<file path="src/rtl/cache_miss_ctrl.sv">
// Miss-sequencing controller for the set-associative cache: tag lookup, dirty
// victim write-back, beat-wise line refill, tag/LRU update and CPU response.
module cache_miss_ctrl #(
  parameter int idx_wid    = 10,
  parameter int tag_wid    = 20,
  parameter int word_wid   = 64,
  parameter int line_words = 4,
  localparam int off_wid   = $clog2(line_words),
  localparam int addr_wid  = tag_wid + idx_wid + off_wid
) (
  input  logic                           clk_i,
  input  logic                           rst_i,
  // CPU request port
  input  logic                           req_valid_i,
  output logic                           req_ready_o,
  input  logic                           req_we_i,
  input  logic [tag_wid-1:0]             req_tag_i,
  input  logic [idx_wid-1:0]             req_idx_i,
  input  logic [off_wid-1:0]             req_off_i,
  input  logic [word_wid-1:0]            req_wdata_i,
  output logic                           resp_valid_o,
  output logic [word_wid-1:0]            resp_data_o,
  // tag/data arrays
  output logic                           lkp_en_o,
  output logic [idx_wid-1:0]             lkp_idx_o,
  input  logic                           hit_i,
  input  logic                           dirty_i,
  input  logic [tag_wid-1:0]             victim_tag_i,
  input  logic [line_words*word_wid-1:0] line_i,
  output logic                           arr_we_o,
  output logic [off_wid-1:0]             arr_off_o,
  output logic [word_wid-1:0]            arr_wdata_o,
  output logic                           tag_we_o,
  // LRU tracker
  output logic                           lru_update_o,
  output logic [idx_wid-1:0]             lru_idx_o,
  // memory bus
  output logic                           mem_req_o,
  output logic                           mem_we_o,
  output logic [addr_wid-1:0]            mem_addr_o,
  output logic [word_wid-1:0]            mem_wdata_o,
  input  logic                           mem_gnt_i,
  input  logic                           mem_rvalid_i,
  input  logic [word_wid-1:0]            mem_rdata_i,
  // statistics and debug
  output logic [31:0]                    hit_cnt_o,
  output logic [31:0]                    miss_cnt_o,
  output logic [2:0]                     state_o
);

  typedef enum logic [2:0] {
    S_IDLE     = 3'd0,
    S_LOOKUP   = 3'd1,
    S_WB       = 3'd2,
    S_FILL_REQ = 3'd3,
    S_FILL     = 3'd4,
    S_UPDATE   = 3'd5,
    S_RESP     = 3'd6
  } state_t;

  localparam logic [off_wid-1:0] last_beat = off_wid'(line_words - 1);

  state_t               state_q, state_d;
  logic                 we_q;
  logic [tag_wid-1:0]   tag_q;
  logic [idx_wid-1:0]   idx_q;
  logic [off_wid-1:0]   off_q;
  logic [word_wid-1:0]  wdata_q;
  logic [tag_wid-1:0]   victim_q;
  logic [word_wid-1:0]  line_q [line_words];
  logic [off_wid-1:0]   beat_q;
  logic [31:0]          hit_cnt_q;
  logic [31:0]          miss_cnt_q;

  // Handshakes: a CPU request transfers on a rising edge where req_valid_i and
  // req_ready_o are both high; a memory beat transfers on an edge where
  // mem_req_o and mem_gnt_i are both high; read beats arrive with mem_rvalid_i.
  always_ff @(posedge clk_i or posedge rst_i) begin
    if (rst_i) begin
      state_q <= S_IDLE;
    end else begin
      state_q <= state_d;
    end
  end

  always_comb begin
    state_d = state_q;
    case (state_q)
      S_IDLE:     if (req_valid_i) state_d = S_LOOKUP;
      S_LOOKUP: begin
        if (hit_i)        state_d = S_RESP;
        else if (dirty_i) state_d = S_WB;
        else              state_d = S_FILL_REQ;
      end
      S_WB:       if (mem_gnt_i && beat_q == last_beat) state_d = S_FILL_REQ;
      S_FILL_REQ: if (mem_gnt_i) state_d = S_FILL;
      S_FILL:     if (mem_rvalid_i && beat_q == last_beat) state_d = S_UPDATE;
      S_UPDATE:   state_d = S_RESP;
      S_RESP:     state_d = S_IDLE;
      default:    state_d = S_IDLE;
    endcase
  end

  // Memory-side outputs depend only on flops, so they hold steady while a
  // grant is outstanding.
  always_comb begin
    req_ready_o  = 1'b0;
    resp_valid_o = 1'b0;
    resp_data_o  = '0;
    lkp_en_o     = 1'b0;
    lkp_idx_o    = '0;
    arr_we_o     = 1'b0;
    arr_off_o    = '0;
    arr_wdata_o  = '0;
    tag_we_o     = 1'b0;
    lru_update_o = 1'b0;
    lru_idx_o    = '0;
    mem_req_o    = 1'b0;
    mem_we_o     = 1'b0;
    mem_addr_o   = '0;
    mem_wdata_o  = '0;
    case (state_q)
      S_IDLE: begin
        req_ready_o = 1'b1;
        if (req_valid_i) begin
          lkp_en_o  = 1'b1;
          lkp_idx_o = req_idx_i;
        end
      end
      S_WB: begin
        mem_req_o   = 1'b1;
        mem_we_o    = 1'b1;
        mem_addr_o  = {victim_q, idx_q, beat_q};
        mem_wdata_o = line_q[beat_q];
      end
      S_FILL_REQ: begin
        mem_req_o  = 1'b1;
        mem_addr_o = {tag_q, idx_q, {off_wid{1'b0}}};
      end
      S_FILL: begin
        if (mem_rvalid_i) begin
          arr_we_o    = 1'b1;
          arr_off_o   = beat_q;
          arr_wdata_o = mem_rdata_i;
        end
      end
      S_UPDATE: tag_we_o = 1'b1;
      S_RESP: begin
        resp_valid_o = 1'b1;
        lru_update_o = 1'b1;
        lru_idx_o    = idx_q;
        if (we_q) begin
          arr_we_o    = 1'b1;
          arr_off_o   = off_q;
          arr_wdata_o = wdata_q;
        end else begin
          resp_data_o = line_q[off_q];
        end
      end
      default: ;
    endcase
  end

  // Request capture, victim/line snapshot and beat counting.
  always_ff @(posedge clk_i or posedge rst_i) begin
    if (rst_i) begin
      we_q     <= 1'b0;
      tag_q    <= '0;
      idx_q    <= '0;
      off_q    <= '0;
      wdata_q  <= '0;
      victim_q <= '0;
      beat_q   <= '0;
      for (int i = 0; i < line_words; i++) line_q[i] <= '0;
    end else begin
      case (state_q)
        S_IDLE: begin
          if (req_valid_i) begin
            we_q    <= req_we_i;
            tag_q   <= req_tag_i;
            idx_q   <= req_idx_i;
            off_q   <= req_off_i;
            wdata_q <= req_wdata_i;
          end
        end
        S_LOOKUP: begin
          victim_q <= victim_tag_i;
          beat_q   <= '0;
          for (int i = 0; i < line_words; i++) line_q[i] <= line_i[i*word_wid +: word_wid];
        end
        S_WB: if (mem_gnt_i) beat_q <= beat_q + off_wid'(1);
        S_FILL: begin
          if (mem_rvalid_i) begin
            line_q[beat_q] <= mem_rdata_i;
            beat_q         <= beat_q + off_wid'(1);
          end
        end
        default: ;
      endcase
    end
  end

  // Saturating hit/miss statistics.
  always_ff @(posedge clk_i or posedge rst_i) begin
    if (rst_i) begin
      hit_cnt_q  <= '0;
      miss_cnt_q <= '0;
    end else if (state_q == S_LOOKUP) begin
      if (hit_i) begin
        if (hit_cnt_q != '1) hit_cnt_q <= hit_cnt_q + 32'd1;
      end else begin
        if (miss_cnt_q != '1) miss_cnt_q <= miss_cnt_q + 32'd1;
      end
    end
  end

  assign hit_cnt_o  = hit_cnt_q;
  assign miss_cnt_o = miss_cnt_q;
  assign state_o    = state_q;

endmodule

</file>
<file path="config.mk">
export PLATFORM = sky130hd
export DESIGN_NAME = cache_miss_ctrl
export DESIGN_NICKNAME = d
export VERILOG_FILES = /design/src/rtl/cache_miss_ctrl.sv
export SDC_FILE = /design/constraint.sdc
export NUM_CORES = 1
export LEC_CHECK = 0
export ABC_CLOCK_PERIOD_IN_PS = 20900
export BUFFER_PORTS_ARGS = -buffer_cell sky130_fd_sc_hd__buf_2
export CAP_MARGIN = 20
export CORE_AREA = 2 2 296 298
export DETAILED_ROUTE_END_ITERATION = 10
export DIE_AREA = 0 0 298 300
export GPL_ROUTABILITY_DRIVEN = 0
export PLACE_DENSITY = 0.6
export SLEW_MARGIN = 30
export SYNTH_ARGS = -nofsm -noshare
export SYNTH_HDL_FRONTEND = slang
export SYNTH_SLANG_ARGS = --single-unit
</file>
<file path="constraint.sdc">
create_clock -name clk_i -period 20.9 [get_ports clk_i]
set_input_delay 3.135 -clock clk_i [delete_from_list [all_inputs] [get_ports clk_i]]
set_output_delay 3.135 -clock clk_i [all_outputs]
set_load 0.03 [all_outputs]
</file>
==> results.json <==
{
  "wl_met2_mm": 49.7,
  "synth_edf_count": 0,
  "synthDistinctLibCells": 47,
  "synth_area_per_cell_sq_um": 10.7,
  "layout.cells.most_common": "buf_2",
  "clk_path_buf_depth": 3,
  "syn_area_sq_um": 23900,
  "syn_inst": 2230,
  "wl_met3_mm": 8.04,
  "drive_gt1_share_pct": 39.9,
  "critPathLaunch": "mem_rvalid_i",
  "clk_pin_slew_ns": 0.06,
  "post-route-period-util_pct": 38.4,
  "reg2regPathDepth": 7,
  "root_buffer": "clkbuf_16",
  "maxSlewHeadroom_pct": 30.7,
  "ys.flop_type": "dfrtp_1",
  "rows": 108,
  "fill_cells": 8898,
  "finalCriticalPeriod_ns": 8.02,
  "core_area_sq_um": 86200,
  "post_cts_buffers": 0,
  "seq_area_frac_synth_pct": 46.2,
  "initial_utilization_pct": 27.7,
  "drc": 0,
  "area_delta_synth_final_pct": 28.2,
  "max_cap_viol_count": 0,
  "grt_pass1_wl_mm": 151,
  "dieArea_sq_um": 89400,
  "grt-ovfl-total": 0,
  "numCtsBuffers": 52,
  "grt_start_max_net_pins": 164,
  "mostFrequentLayoutCells": "764 x buf_2, 436 x dfrtp_1, 188 x nor2_1",
  "antenna_found_initial": 16,
  "clock-sinks": 442,
  "fin_tns_setup_ns": 0,
  "hold_viol": 0,
  "min_path_cells": 1,
  "h-tree-depth": 2,
  "drtIter0Drc": 2187,
  "ioPinCount": 765,
  "r2r-start": "beat_q[0]",
  "yosys_warnings": 0,
  "hp-start": "hit_cnt_o[20]",
  "die_width_um": 298,
  "cp_max_fo": 49,
  "end_kind": "primary output",
  "worst_pin_slew_ns": 1.04,
  "firstDrtPassIters": 6,
  "grt_util_all_layers_pct": 22.6,
  "status": "finished clean",
  "setup.worst_path.start_class": "input pin",
  "finalPower_mw": 4.84,
  "cts_tree": "yes",
  "fin_hold_ws_ns": 0.495,
  "critical_path_required_ns": 17.77,
  "slew_viol_final": 0,
  "wl_per_cell_um": 25.9,
  "drt-met1-wl_mm": 44.2,
  "grt_pass1_vias": 22053,
  "worstPathArrival_ns": 4.89,
  "post_cts_resized": 0,
  "postRouteAntennaNets": 0,
  "die_h_um": 300,
  "p_leak_nw": 14.0,
  "viasPerCell": 5.44,
  "synth-seq-cells": 442,
  "worst_ir_drop_vdd_mv": 0.104,
  "rsz0062_at_grt": "false",
  "path_class": "in -> out",
  "syn_nets": 2680,
  "vias": 22246,
  "io_buffers": 764,
  "hold_class": "reg -> reg",
  "synthArstFlopShare_pct": 100,
  "max_freq_mhz": 125,
  "place_hpwl_mm": 73.5,
  "routed_wl_mm": 106,
  "fin_skew_ns": 0.0182,
  "setup_viol": 0,
  "p_per_area_nw_per_um2": 158,
  "insertion_delay_ns": 0.59,
  "nets": 3339,
  "postCtsHoldBufs": 0,
  "routed.top_layer": "met5"
}
[sequential cells by signal (all words and copies together) (netlist names)]
name        flops
victim_q       20
tag_q          20
wdata_q        64
miss_cnt_o     32
state_o         3
line_q        256
off_q           2
beat_q          2
idx_q          10
we_q            1
hit_cnt_o      32
[worst paths after layout]
kind	endpoint	slack, ns
min in group asynchronous	miss_cnt_o[10]	2.61
min reg2reg	hit_cnt_o[20]	0.49
max reg2reg	line_q[117]	16.99
max in group asynchronous	off_q[1]	16.06
min	hit_cnt_o[20]	0.49
max	arr_wdata_o[36]	12.88
[routing by layer]
layer | up-vias | GRT usage (%)
met3 | 228 | 4.21
met5 | - | 0
li1 | 9597 | -
met4 | 4 | 8.36
met1 | 11324 | 30.6
met2 | 1093 | 36.1
[critical path, cell delays in order]
cell and delay (ns):
buf_2 0.10, and3_4 0.43, buf_4 0.58, a22o_1 0.28, buf_2 0.20
[metrics by stage]
| step | area (sq um) | cells | utilization [%] | setup slack (ns) |
|---|---|---|---|---|
| after floorplan | 23900 | 2230 | - | 5.45 |
| after global placement | 28800 | 3988 | 33.4 | 12.98 |
| after detailed placement | 28800 | 3988 | 33.5 | 12.92 |
| after CTS | 30600 | 4080 | 35.5 | 12.92 |
| after global routing | 30700 | 4087 | 35.6 | 12.85 |
| final | 30700 | 4090 | 35.6 | 12.88 |
[layout make-up]
type | instances | area (sq um) | share of cell area, %
Multi-Input combinational cell | 1577 | 12100 | 39.5
Sequential cell | 442 | 11100 | 36.1
Timing Repair Buffer | 805 | 4200 | 13.7
Clock buffer | 77 | 1540 | 5.01
Tap cell | 1155 | 1450 | 4.71
Clock inverter | 15 | 215 | 0.702
Inverter | 11 | 53.8 | 0.175
Antenna cell | 8 | 20.0 | 0.0653
[kinds of logic (layout without fill, tap and decap cells)]
family          Yosys count  after routing  share of synthesized area, %
simple gates            636            636                          13.3
compound gates          607            607                          15.9
flops                   442            442                          46.2
mux                     267            267                          18.5
buf+inv                 211            908                          3.52
xor+xnor                 61             61                          2.23
fa+ha+maj                 6              6                         0.314
other cells               0              8                             0
[synthesized netlist by cell type, types with 2 or more instances]
cell type	number	share of area, %
dfrtp_1	442	46
nor2_1	190	3.0
a21oi_1	161	3.4
o22ai_1	156	4.1
clkbuf_1	145	2.3
nand2_1	135	2.1
mux4_2	128	12
mux2_2	119	5.6
o21ai_0	109	2.3
a22oi_1	101	3.2
and2_1	92	2.4
a22o_1	66	2.4
nor2b_1	65	1.7
and3_1	51	1.3
xnor2_1	47	1.7
nand3_1	36	0.75
buf_2	30	0.63
nand4_1	25	0.65
buf_1	23	0.36
mux2i_1	20	0.84
nor3_1	14	0.29
xor2_1	14	0.51
inv_1	11	0.17
and4_1	6	0.22
ha_1	6	0.31
or3_1	5	0.13
nor4_1	4	0.10
o21a_1	4	0.13
nand3b_1	3	0.094
o21ai_1	3	0.063
nor3b_1	2	0.063
nor4_2	2	0.10
[where the power goes]
part,internal (mW),total [mW],leakage [nW],switching (mW)
combinational,0.952,2.31,7.81,1.36
sequential,1.23,1.57,5.28,0.341
clock,0.567,0.954,0.853,0.386
total,2.75,4.84,14.0,2.09
Note: power is estimated with default switching activity, not from simulation.
